[src/rtl/grf_wb_arbiter_if.sv]
// ---------------------------------------------------------------------------
// grf_wb_arbiter_if
// Bus bundle between the register-file write front end and its neighbours.
//   pipe_we/pipe_addr/pipe_data : W-stage writeback request (cannot stall)
//   mdu_valid/mdu_addr/mdu_data : MDU result offer, mdu_ready accepts it
//   rs/rt                       : D-stage source registers to check
//   rs_pending/rt_pending       : source still has an uncommitted MDU result
//   RegWr/RWAddr/RWData         : registered GRF write port
// Modports: master = environment side, slave = arbiter side.
// ---------------------------------------------------------------------------
interface grf_wb_arbiter_if;
    logic        pipe_we;
    logic [4:0]  pipe_addr;
    logic [31:0] pipe_data;
    logic        mdu_valid;
    logic [4:0]  mdu_addr;
    logic [31:0] mdu_data;
    logic        mdu_ready;
    logic [4:0]  rs;
    logic [4:0]  rt;
    logic        rs_pending;
    logic        rt_pending;
    logic        RegWr;
    logic [4:0]  RWAddr;
    logic [31:0] RWData;

    modport master (
        output pipe_we, pipe_addr, pipe_data,
        output mdu_valid, mdu_addr, mdu_data,
        output rs, rt,
        input  mdu_ready, rs_pending, rt_pending,
        input  RegWr, RWAddr, RWData
    );

    modport slave (
        input  pipe_we, pipe_addr, pipe_data,
        input  mdu_valid, mdu_addr, mdu_data,
        input  rs, rt,
        output mdu_ready, rs_pending, rt_pending,
        output RegWr, RWAddr, RWData
    );
endinterface

[src/rtl/grf_wb_arbiter.sv]
// ---------------------------------------------------------------------------
// grf_wb_arbiter
// Write-side front end of the general register file. The W-stage writeback
// always wins the GRF write port; MDU results are queued in a DEPTH-entry
// FIFO and drained in cycles where the pipeline does not write. A pipeline
// write to register r kills every queued MDU result for r so that the newer
// pipeline value is never overwritten by an older MDU result.
// Ports:
//   clk     : clock, all state on rising edge
//   Reset_n : asynchronous active-low reset
//   bus     : grf_wb_arbiter_if.slave (pipe, MDU, pending and GRF signals)
// Optional feature macro: GRF_WB_PENDING_EN builds the rs/rt pending
// compare; without it rs_pending/rt_pending are tied low.
// ---------------------------------------------------------------------------
module grf_wb_arbiter #(
    parameter int DEPTH = 4,
    parameter int AW    = 2
) (
    input  logic                   clk,
    input  logic                   Reset_n,
    grf_wb_arbiter_if.slave        bus
);
    localparam logic [AW:0] FULL_CNT = DEPTH[AW:0];
    localparam logic [AW:0] ZERO_CNT = {(AW + 1){1'b0}};

    logic [4:0]       fifo_addr_q [DEPTH];
    logic [4:0]       fifo_addr_d [DEPTH];
    logic [31:0]      fifo_data_q [DEPTH];
    logic [31:0]      fifo_data_d [DEPTH];
    logic [DEPTH-1:0] fifo_live_q, fifo_live_d;
    logic [AW-1:0]    wr_ptr_q, wr_ptr_d;
    logic [AW-1:0]    rd_ptr_q, rd_ptr_d;
    logic [AW:0]      count_q, count_d;
    logic             reg_wr_q, reg_wr_d;
    logic [4:0]       rw_addr_q, rw_addr_d;
    logic [31:0]      rw_data_q, rw_data_d;

    logic pipe_eff_s, mdu_ready_s, mdu_fire_s, enq_s, pop_s;

    // Accept decisions for this edge; ready depends on registered count only.
    always_comb begin
        pipe_eff_s  = bus.pipe_we && (bus.pipe_addr != 5'd0);
        mdu_ready_s = (count_q != FULL_CNT);
        mdu_fire_s  = bus.mdu_valid && mdu_ready_s;
        // r0 results and results overtaken by a same-edge pipe write are dropped.
        enq_s       = mdu_fire_s && (bus.mdu_addr != 5'd0) &&
                      !(pipe_eff_s && (bus.mdu_addr == bus.pipe_addr));
        pop_s       = !pipe_eff_s && (count_q != ZERO_CNT);
    end

    // FIFO next state: kill, pop, enqueue and occupancy.
    always_comb begin
        fifo_addr_d = fifo_addr_q;
        fifo_data_d = fifo_data_q;
        fifo_live_d = fifo_live_q;
        wr_ptr_d    = wr_ptr_q;
        rd_ptr_d    = rd_ptr_q;
        count_d     = count_q;
        for (int i = 0; i < DEPTH; i++) begin
            if (pipe_eff_s && (fifo_addr_q[i] == bus.pipe_addr)) begin
                fifo_live_d[i] = 1'b0;
            end else begin
                fifo_live_d[i] = fifo_live_q[i];
            end
        end
        if (pop_s) begin
            fifo_live_d[rd_ptr_q] = 1'b0;
            rd_ptr_d = rd_ptr_q + AW'(1);
        end else begin
            rd_ptr_d = rd_ptr_q;
        end
        // Enqueue never targets the head slot being popped: it needs a non-full
        // FIFO, and a pop needs a non-empty one, so the two slots differ.
        if (enq_s) begin
            fifo_addr_d[wr_ptr_q] = bus.mdu_addr;
            fifo_data_d[wr_ptr_q] = bus.mdu_data;
            fifo_live_d[wr_ptr_q] = 1'b1;
            wr_ptr_d = wr_ptr_q + AW'(1);
        end else begin
            wr_ptr_d = wr_ptr_q;
        end
        case ({enq_s, pop_s})
            2'b10:   count_d = count_q + (AW + 1)'(1);
            2'b01:   count_d = count_q - (AW + 1)'(1);
            default: count_d = count_q;
        endcase
    end

    // GRF write port: pipe first, then FIFO head; killed heads drain silently.
    always_comb begin
        reg_wr_d  = 1'b0;
        rw_addr_d = rw_addr_q;
        rw_data_d = rw_data_q;
        if (pipe_eff_s) begin
            reg_wr_d  = 1'b1;
            rw_addr_d = bus.pipe_addr;
            rw_data_d = bus.pipe_data;
        end else if (pop_s) begin
            reg_wr_d = fifo_live_q[rd_ptr_q];
            if (fifo_live_q[rd_ptr_q]) begin
                rw_addr_d = fifo_addr_q[rd_ptr_q];
                rw_data_d = fifo_data_q[rd_ptr_q];
            end else begin
                rw_addr_d = rw_addr_q;
                rw_data_d = rw_data_q;
            end
        end else begin
            reg_wr_d = 1'b0;
        end
    end

    // State registers.
    always_ff @(posedge clk or negedge Reset_n) begin
        if (!Reset_n) begin
            for (int i = 0; i < DEPTH; i++) begin
                fifo_addr_q[i] <= 5'd0;
                fifo_data_q[i] <= 32'd0;
            end
            fifo_live_q <= {DEPTH{1'b0}};
            wr_ptr_q    <= {AW{1'b0}};
            rd_ptr_q    <= {AW{1'b0}};
            count_q     <= ZERO_CNT;
            reg_wr_q    <= 1'b0;
            rw_addr_q   <= 5'd0;
            rw_data_q   <= 32'd0;
        end else begin
            fifo_addr_q <= fifo_addr_d;
            fifo_data_q <= fifo_data_d;
            fifo_live_q <= fifo_live_d;
            wr_ptr_q    <= wr_ptr_d;
            rd_ptr_q    <= rd_ptr_d;
            count_q     <= count_d;
            reg_wr_q    <= reg_wr_d;
            rw_addr_q   <= rw_addr_d;
            rw_data_q   <= rw_data_d;
        end
    end

    assign bus.mdu_ready = mdu_ready_s;
    assign bus.RegWr     = reg_wr_q;
    assign bus.RWAddr    = rw_addr_q;
    assign bus.RWData    = rw_data_q;

`ifdef GRF_WB_PENDING_EN
    logic rs_hit_s, rt_hit_s;

    // A source is pending while a live queued result or the uncommitted
    // output stage targets it; r0 is never pending.
    always_comb begin
        rs_hit_s = reg_wr_q && (rw_addr_q == bus.rs);
        rt_hit_s = reg_wr_q && (rw_addr_q == bus.rt);
        for (int i = 0; i < DEPTH; i++) begin
            rs_hit_s = rs_hit_s | (fifo_live_q[i] && (fifo_addr_q[i] == bus.rs));
            rt_hit_s = rt_hit_s | (fifo_live_q[i] && (fifo_addr_q[i] == bus.rt));
        end
    end

    assign bus.rs_pending = rs_hit_s && (bus.rs != 5'd0);
    assign bus.rt_pending = rt_hit_s && (bus.rt != 5'd0);
`else
    logic unused_src_s;
    assign unused_src_s   = ^{bus.rs, bus.rt};
    assign bus.rs_pending = 1'b0;
    assign bus.rt_pending = 1'b0;
`endif

endmodule
[src/flat_wrapper.sv]
// flat-port wrapper written by rule: the top's interface ports become plain ports
module grf_wb_arbiter_flat 
#(
    parameter int DEPTH = 4,
    parameter int AW    = 2
)
  (clk, Reset_n, bus_pipe_we, bus_pipe_addr, bus_pipe_data, bus_mdu_valid, bus_mdu_addr, bus_mdu_data, bus_rs, bus_rt, bus_mdu_ready, bus_rs_pending, bus_rt_pending, bus_RegWr, bus_RWAddr, bus_RWData);
  grf_wb_arbiter_if bus_i ();
  input  logic clk;
  input  logic Reset_n;
  input wire logic [$bits(bus_i.pipe_we)-1:0] bus_pipe_we;
  input wire logic [$bits(bus_i.pipe_addr)-1:0] bus_pipe_addr;
  input wire logic [$bits(bus_i.pipe_data)-1:0] bus_pipe_data;
  input wire logic [$bits(bus_i.mdu_valid)-1:0] bus_mdu_valid;
  input wire logic [$bits(bus_i.mdu_addr)-1:0] bus_mdu_addr;
  input wire logic [$bits(bus_i.mdu_data)-1:0] bus_mdu_data;
  input wire logic [$bits(bus_i.rs)-1:0] bus_rs;
  input wire logic [$bits(bus_i.rt)-1:0] bus_rt;
  output wire logic [$bits(bus_i.mdu_ready)-1:0] bus_mdu_ready;
  output wire logic [$bits(bus_i.rs_pending)-1:0] bus_rs_pending;
  output wire logic [$bits(bus_i.rt_pending)-1:0] bus_rt_pending;
  output wire logic [$bits(bus_i.RegWr)-1:0] bus_RegWr;
  output wire logic [$bits(bus_i.RWAddr)-1:0] bus_RWAddr;
  output wire logic [$bits(bus_i.RWData)-1:0] bus_RWData;
  assign bus_i.pipe_we = bus_pipe_we;
  assign bus_i.pipe_addr = bus_pipe_addr;
  assign bus_i.pipe_data = bus_pipe_data;
  assign bus_i.mdu_valid = bus_mdu_valid;
  assign bus_i.mdu_addr = bus_mdu_addr;
  assign bus_i.mdu_data = bus_mdu_data;
  assign bus_i.rs = bus_rs;
  assign bus_i.rt = bus_rt;
  assign bus_mdu_ready = bus_i.mdu_ready;
  assign bus_rs_pending = bus_i.rs_pending;
  assign bus_rt_pending = bus_i.rt_pending;
  assign bus_RegWr = bus_i.RegWr;
  assign bus_RWAddr = bus_i.RWAddr;
  assign bus_RWData = bus_i.RWData;
  grf_wb_arbiter #(.DEPTH(DEPTH), .AW(AW)) u_core (.clk(clk), .Reset_n(Reset_n), .bus(bus_i));
endmodule
[config.mk]
export PLATFORM = sky130hd
export DESIGN_NAME = grf_wb_arbiter_flat
export DESIGN_NICKNAME = d
export VERILOG_FILES = /design/src/rtl/grf_wb_arbiter_if.sv /design/src/rtl/grf_wb_arbiter.sv /design/src/flat_wrapper.sv
export SDC_FILE = /design/constraint.sdc
export NUM_CORES = 1
export LEC_CHECK = 0
export BUFFER_PORTS_ARGS = -buffer_cell sky130_fd_sc_hd__buf_2
export CORE_UTILIZATION = 50
export DETAILED_ROUTE_END_ITERATION = 6
export PLACE_DENSITY = 0.71
export SYNTH_ARGS = -nofsm -noshare
export SYNTH_HDL_FRONTEND = slang
export SYNTH_SLANG_ARGS = --single-unit
[constraint.sdc]
create_clock -name clk -period 3.2 [get_ports clk]
set_input_delay 0.64 -clock clk [delete_from_list [all_inputs] [get_ports clk]]
set_output_delay 0.64 -clock clk [all_outputs]
set_load 0.1 [all_outputs]
Yosys cells after proc, flatten, opt, wreduce, memory -nomap -nowiden --
Cells that the tools add are included. W data, S select, Z words.
Cells by class: magnitude comparators 7, multipliers 0, muxes and demuxes 33, shift operators 0, equality and inequality tests 8, bitwise gates (word level) 5, add/subtract/negate cells 4, reductions and logical operators 22, div/mod/pow operators 0
Operator list (number):
- $mux W32 | 6
- $bwmux W128 | 1
- $bmux W32 S2 | 1
- $demux W32 S2 | 1
- $mux W5 | 6
- $eq A5 B5 Y1 | 5
- $bwmux W20 | 1
- $logic_and A1 B1 Y1 | 13
- $bmux W5 S2 | 1
- $demux W5 S2 | 1
- $reduce_bool A5 Y1 | 2
- $mux W1 | 9
- $mux W4 | 2
- $ge A3 B3 Y1 const B | 2
- $lt A2 B3 Y1 const B | 2
- $not A2 Y3 | 2
- $pmux W3 S2 | 1
- $reduce_bool A2 Y1 | 3
- $add A2 B1 Y2 const B | 2
- $and A4 B4 Y4 | 1
- $demux W1 S2 | 2
- $ge A2 B1 Y1 const B | 2
- $not A4 Y4 | 1
- $or A4 B4 Y4 | 1
- other kinds (10) | 11
Storage, ports and cells: register bits 197, RAM bits 0, bits in latches 0, bits in read-only memories 0, memories 0, output and inout bits 41

Longest topological paths before layout --
depth in word-level cells 9, mapped depth 11

Worst setup path after synthesis --
OpenSTA, ideal clock, no wires.
path kind input to register, start point in bus_pipe_addr[2], end point reg u_core.count_q[2], buffers on the path 2, setup time 0.079 ns, path slack 0.189 ns, arrival time 2.931 ns, required time 3.121 ns, stages on the path 11, cell sequence buf_2 or4_4 o21ai_1 buf_2 and2_1 ha_1 inv_1 fa_1 xor2_1 nor2_1 xor2_1
Between the ends: word-level cells in the longest chain between the ends 7
RTL lines:
- from (decl) | line flat_wrapper.sv:12 | input wire logic [$bits(bus_i.pipe_addr)-1:0] bus_pipe_addr;
- $reduce_bool A5 Y1 | line grf_wb_arbiter.sv:42 | pipe_eff_s = bus.pipe_we && (bus.pipe_addr != 5'd0);
- $logic_and A1 B1 Y1 | line grf_wb_arbiter.sv:42
- $logic_and A1 B1 Y1 | line grf_wb_arbiter.sv:47 | !(pipe_eff_s && (bus.mdu_addr == bus.pipe_addr));
- $logic_not A1 Y1 | line grf_wb_arbiter.sv:47
- $logic_and A1 B1 Y1 | line grf_wb_arbiter.sv:46 | enq_s = mdu_fire_s && (bus.mdu_addr != 5'd0) &&
- $eq A2 B1 Y1 / $eq A2 B2 Y1 (equally long branches) | line grf_wb_arbiter.sv:82 | case ({enq_s, pop_s})
- $pmux W3 S2 / $reduce_bool A2 Y1 (equally long branches)
- to (signal assigned) | line grf_wb_arbiter.sv:132 | count_q <= count_d;
- to (decl) | line grf_wb_arbiter.sv:33 | logic [AW:0] count_q, count_d;
Parallel ways exist; a longest one is shown, timed or not. A chain may end at the register's enable or synchronous reset.

Worst setup path in the final report --
start point reg u_core.count_q[0], end point reg u_core.count_q[2]
Between the ends: word-level cells in the longest chain between the ends 6
RTL lines:
- $ne A3 B3 Y1 | line grf_wb_arbiter.sv:43 | mdu_ready_s = (count_q != FULL_CNT);
- $logic_and A1 B1 Y1 | line grf_wb_arbiter.sv:44 | mdu_fire_s = bus.mdu_valid && mdu_ready_s;
- $logic_and A1 B1 Y1 (2 in series) | line grf_wb_arbiter.sv:46
- $eq A2 B1 Y1 / $eq A2 B2 Y1 (equally long branches) | line grf_wb_arbiter.sv:82
- $pmux W3 S2 / $reduce_bool A2 Y1 (equally long branches)
Parallel ways exist; a longest one is shown, timed or not.

==> summary.txt <==
CTS
  – Clock tree from TritonCTS: done
  – Clock insertion delay at the later pin of the skew report: ~440 ps
  – Clock Tree Buf Depth: 2
  – Resize count post-CTS: 0
  – Sinks on the clock net: 197
  – Root Driver: sky130_fd_sc_hd__clkbuf_16
  – Maximum level of the CTS H-tree: 4
  – Number of buffers added to fix hold violations after cts: 0
  – Total CTS buffers: 17
  – Clock transition at the register clock pins on the worst setup and hold paths after CTS: around 70 ps
  – Setup repair bufs after CTS: 0

Place
  – Final weighted congestion of routability-driven global placement: about 0.87
  – Number of port buffers: ~120
  – Detailed-placement wirelength estimate: 13.2 mm
  – Number of placed instances, taps included: ~950

Synthesis
  – Flip-flop and latch count after synthesis: roughly 200
  – Post-synth EDFFs: 0
  – Sequential-to-total area share from yosys stat: about half
  – Share of synthesized registers carrying an async set or reset: 100%
  – Synth Cell Area: approximately 9500 sq um
  – Synth warnings: 0
  – Area share of the largest cell type after synthesis: 51.9%
  – Top cells by area, synth: sky130_fd_sc_hd__dfrtp_1, sky130_fd_sc_hd__mux2_4, sky130_fd_sc_hd__mux4_2
  – Most frequently used flop master after synthesis: sky130_fd_sc_hd__dfrtp_1
  – Number of distinct library cells after synthesis: 33
  – Average instance area after synthesis: approximately 15 sq um
  – Dominant cell type by area after synthesis: sky130_fd_sc_hd__dfrtp_1
  – Mapped Cells: roughly 630

Power
  – Standby leakage power: around 5 nW
  – Power share of the sequential group: between 30% and 40%
  – Share of power burned in the clock network: between 10% and 20%
  – Sw power: 5.55 mW
  – Worst vdd rail ir drop: approximately 0.00077 V
  – Cell area power density: around 1200 nW/um^2
  – P_int: between 7 and 8 mW
  – Switching power as a share of total power: 41.6%
  – PnR Total Power: around 13 mW
  – Share of power burned in combinational logic: around 50%

Worst setup path
  – Critical path arrival: 2910 ps
  – Critical path launch point type: flip-flop
  – Kind of capture point of the worst setup path: flip-flop
  – Critical path class: flip-flop to flip-flop
  – CP Data Required Time: 3560 ps
  – Highest net fanout along the worst path: 4

Detailed routing
  – Final routed wirelength across all metal layers: roughly 20 mm
  – Number of routed nets with antenna violations: 0
  – Number of remaining DRC errors: 0
  – Post-detailed-route wirelength per cell: roughly 20 um
  – Total via count in the routed design: between 5000 and 6000
  – First-iteration detailed-routing DRC count: about 280
  – Router iterations before antenna repair: 4
  – Number of vias per cell: between 5 and 6

STA
  – Count of endpoints failing setup in the final report: 0
  – Final-layout worst hold slack: ~220 ps
  – Top achievable clock speed: approximately 400 MHz
  – Clock period minus final worst setup slack: ~2600 ps
  – Number of hold-slack violations in the final timing report: 0
  – Final cycle utilization of the critical path: ~80%
  – Max Slew Vio Count: 0
  – Setup repair after global routing missed its margin: no
  – Summed negative setup slack over all endpoints: 0 ps
  – Actual transition at the worst max-transition pin: ~810 ps
  – Final clock skew: between 8 and 9 ps
  – Relative slew slack: a little under half

Global routing
  – Maximum number of pins on one net before global-route repair: 85
  – Vias in the first global route: 6144
  – Initial antenna violation count: 1
  – Global route overflow: 0
  – Global routing usage summed across all routing layers: 22.1%
  – Wire length of the first global-routing pass: 33.1 mm

Finish
  – Final core utilization: between 50% and 60%
  – Final-layout fill cell count: roughly 1500
  – Fraction of final layout cells with drive strength greater than 1: about half
  – Post-Layout Cell Count: 986
  – Number of antenna cells inserted: 0
  – Relative area change from synthesis to final layout: 15.9%
  – Total Nets Final: around 840

Die
  – Site row count: 50
  – DIE WIDTH: 140 um
  – I/O Pins: 129
  – Die Span Y: 140 um
  – Effective utilization at floorplan: between 50% and 60%
  – Die area: approximately 20000 sq um
  – Placeable Area: between 15000 and 20000 sq um

Outcome
  – Status: finished clean

Hold path
  – Hold crit path type: input port to asynchronous set/reset pin

Job
  – Reported max-cap violation count: 0
==> cells by family (layout without fill, tap and decap cells) <==
kind of cell               after synthesis  count (layout)  share of synthesized area, %
xor gates and xnor gates                30              30                          2.77
and+or+nand+nor                         59              59                          3.28
buffers and inverters                   56             179                          3.60
other                                    1               2                        0.0395
muxes                                  221             221                          33.3
AOI/OAI and AO/OA                       54              54                          3.75
DFF                                    197             197                          51.9
adders and majority gates               10              10                          1.40
==> critical path: stages, from the launching register on <==
cell,delay (ps)
sky130_fd_sc_hd__dfrtp_1,410
sky130_fd_sc_hd__or3b_2,500
sky130_fd_sc_hd__o311a_1,190
sky130_fd_sc_hd__o21ai_0,200
sky130_fd_sc_hd__ha_1,270
sky130_fd_sc_hd__inv_1,70
sky130_fd_sc_hd__fa_1,420
sky130_fd_sc_hd__xor2_1,150
sky130_fd_sc_hd__nor2_1,110
sky130_fd_sc_hd__xor2_1,150
==> power by group through the flow <==
stage	Clock, mW	Combinational (mW)	Sequential, mW
6_report	2.14	6.69	4.52
5_1_grt	2.27	7.14	4.67
4_1_cts	2.19	6.77	4.52
3_5_place_dp	0	6.75	4.55
3_3_place_gp	0	6.60	4.42
2_1_floorplan	0	3.75	6.06
==> layer usage <==
| layer | wire length [um] | GRT usage (%) |
|---|---|---|
| met1 | 8900 | 29.2 |
| met3 | 961 | 5.02 |
| met2 | 9800 | 36.3 |
| met4 | 333 | 7.40 |
| met5 | 13 | 0 |
==> layout by cell type, fill, tap and decap left out, types with 3 or more instances in the layout <==
cell,synthesis,routed
sky130_fd_sc_hd__a32oi_1,4,4
sky130_fd_sc_hd__mux2i_1,34,34
sky130_fd_sc_hd__xor2_1,10,10
sky130_fd_sc_hd__mux4_2,38,38
sky130_fd_sc_hd__o21ai_0,27,27
sky130_fd_sc_hd__buf_12,0,10
sky130_fd_sc_hd__nand4_1,4,4
sky130_fd_sc_hd__mux2_4,76,76
sky130_fd_sc_hd__o211ai_4,0,4
sky130_fd_sc_hd__buf_4,4,13
sky130_fd_sc_hd__ha_1,9,9
sky130_fd_sc_hd__inv_6,0,4
sky130_fd_sc_hd__buf_2,15,115
sky130_fd_sc_hd__xnor2_1,20,20
sky130_fd_sc_hd__o21ai_1,12,11
sky130_fd_sc_hd__o41ai_1,4,4
sky130_fd_sc_hd__clkbuf_16,0,17
sky130_fd_sc_hd__nand3_1,38,38
sky130_fd_sc_hd__dfrtp_1,197,195
sky130_fd_sc_hd__inv_1,8,8
sky130_fd_sc_hd__clkbuf_8,0,3
sky130_fd_sc_hd__mux2_2,73,73
sky130_fd_sc_hd__and3_1,4,4
sky130_fd_sc_hd__nand2_1,5,4
sky130_fd_sc_hd__clkinv_4,0,5
==> flip-flops by register name, summed over array words and instances (netlist names) <==
| register | flops |
|---|---|
| u_core.bus.RWAddr | 5 |
| u_core.bus.RWData | 32 |
| u_core.bus.RegWr | 1 |
| u_core.count_q | 3 |
| u_core.fifo_addr_q | 20 |
| u_core.fifo_data_q | 128 |
| u_core.fifo_live_q | 4 |
| u_core.rd_ptr_q | 2 |
| u_core.wr_ptr_q | 2 |
==> cell type report <==
cell class	count	area, sq um	share of cell area (%)
sequential	197	4930	44.8
multi-input combinational	376	4280	38.9
timing repair buffer	139	887	8.06
clock buffer	19	453	4.11
tap	234	293	2.66
clock inverter	13	136	1.24
inverter	8	30.0	0.273
==> synth_stat cells, types with 5 or more instances <==
cell type                  number
sky130_fd_sc_hd__o21ai_1       12
sky130_fd_sc_hd__dfrtp_1      197
sky130_fd_sc_hd__mux4_2        38
sky130_fd_sc_hd__clkbuf_1      15
sky130_fd_sc_hd__nand3_1       38
sky130_fd_sc_hd__buf_6         13
sky130_fd_sc_hd__ha_1           9
sky130_fd_sc_hd__mux2_2        73
sky130_fd_sc_hd__nand2_1        5
sky130_fd_sc_hd__mux2_4        76
sky130_fd_sc_hd__buf_2         15
sky130_fd_sc_hd__mux2i_1       34
sky130_fd_sc_hd__inv_1          8
sky130_fd_sc_hd__o21ai_0       27
sky130_fd_sc_hd__xor2_1        10
sky130_fd_sc_hd__xnor2_1       20
==> per-stage QoR <==
stage | area, sq um | setup WS, ps
global route | 11000 | 495
finish | 11000 | 649
CTS | 11000 | 641
global placement | 10400 | 217
detailed placement | 10400 | 232
floorplan | 9500 | 189
==> final timing paths <==
path	startpoint	endpoint	slack [ps]	depth (start not counted)
setup / recovery	u_core.count_q[0]	u_core.count_q[2]	650	9
hold / removal	Reset_n	u_core.fifo_data_q[124]	220	1
setup reg to reg	u_core.count_q[0]	u_core.count_q[2]	650	9
hold reg to reg	u_core.count_q[2]	u_core.count_q[2]	500	1
max in group asynchronous	Reset_n	u_core.fifo_data_q[0]	2150	2
min in group clk	bus_pipe_data[6]	u_core.bus.RWData[6]	470	3
No activity file was read; power rests on OpenSTA's default activity.
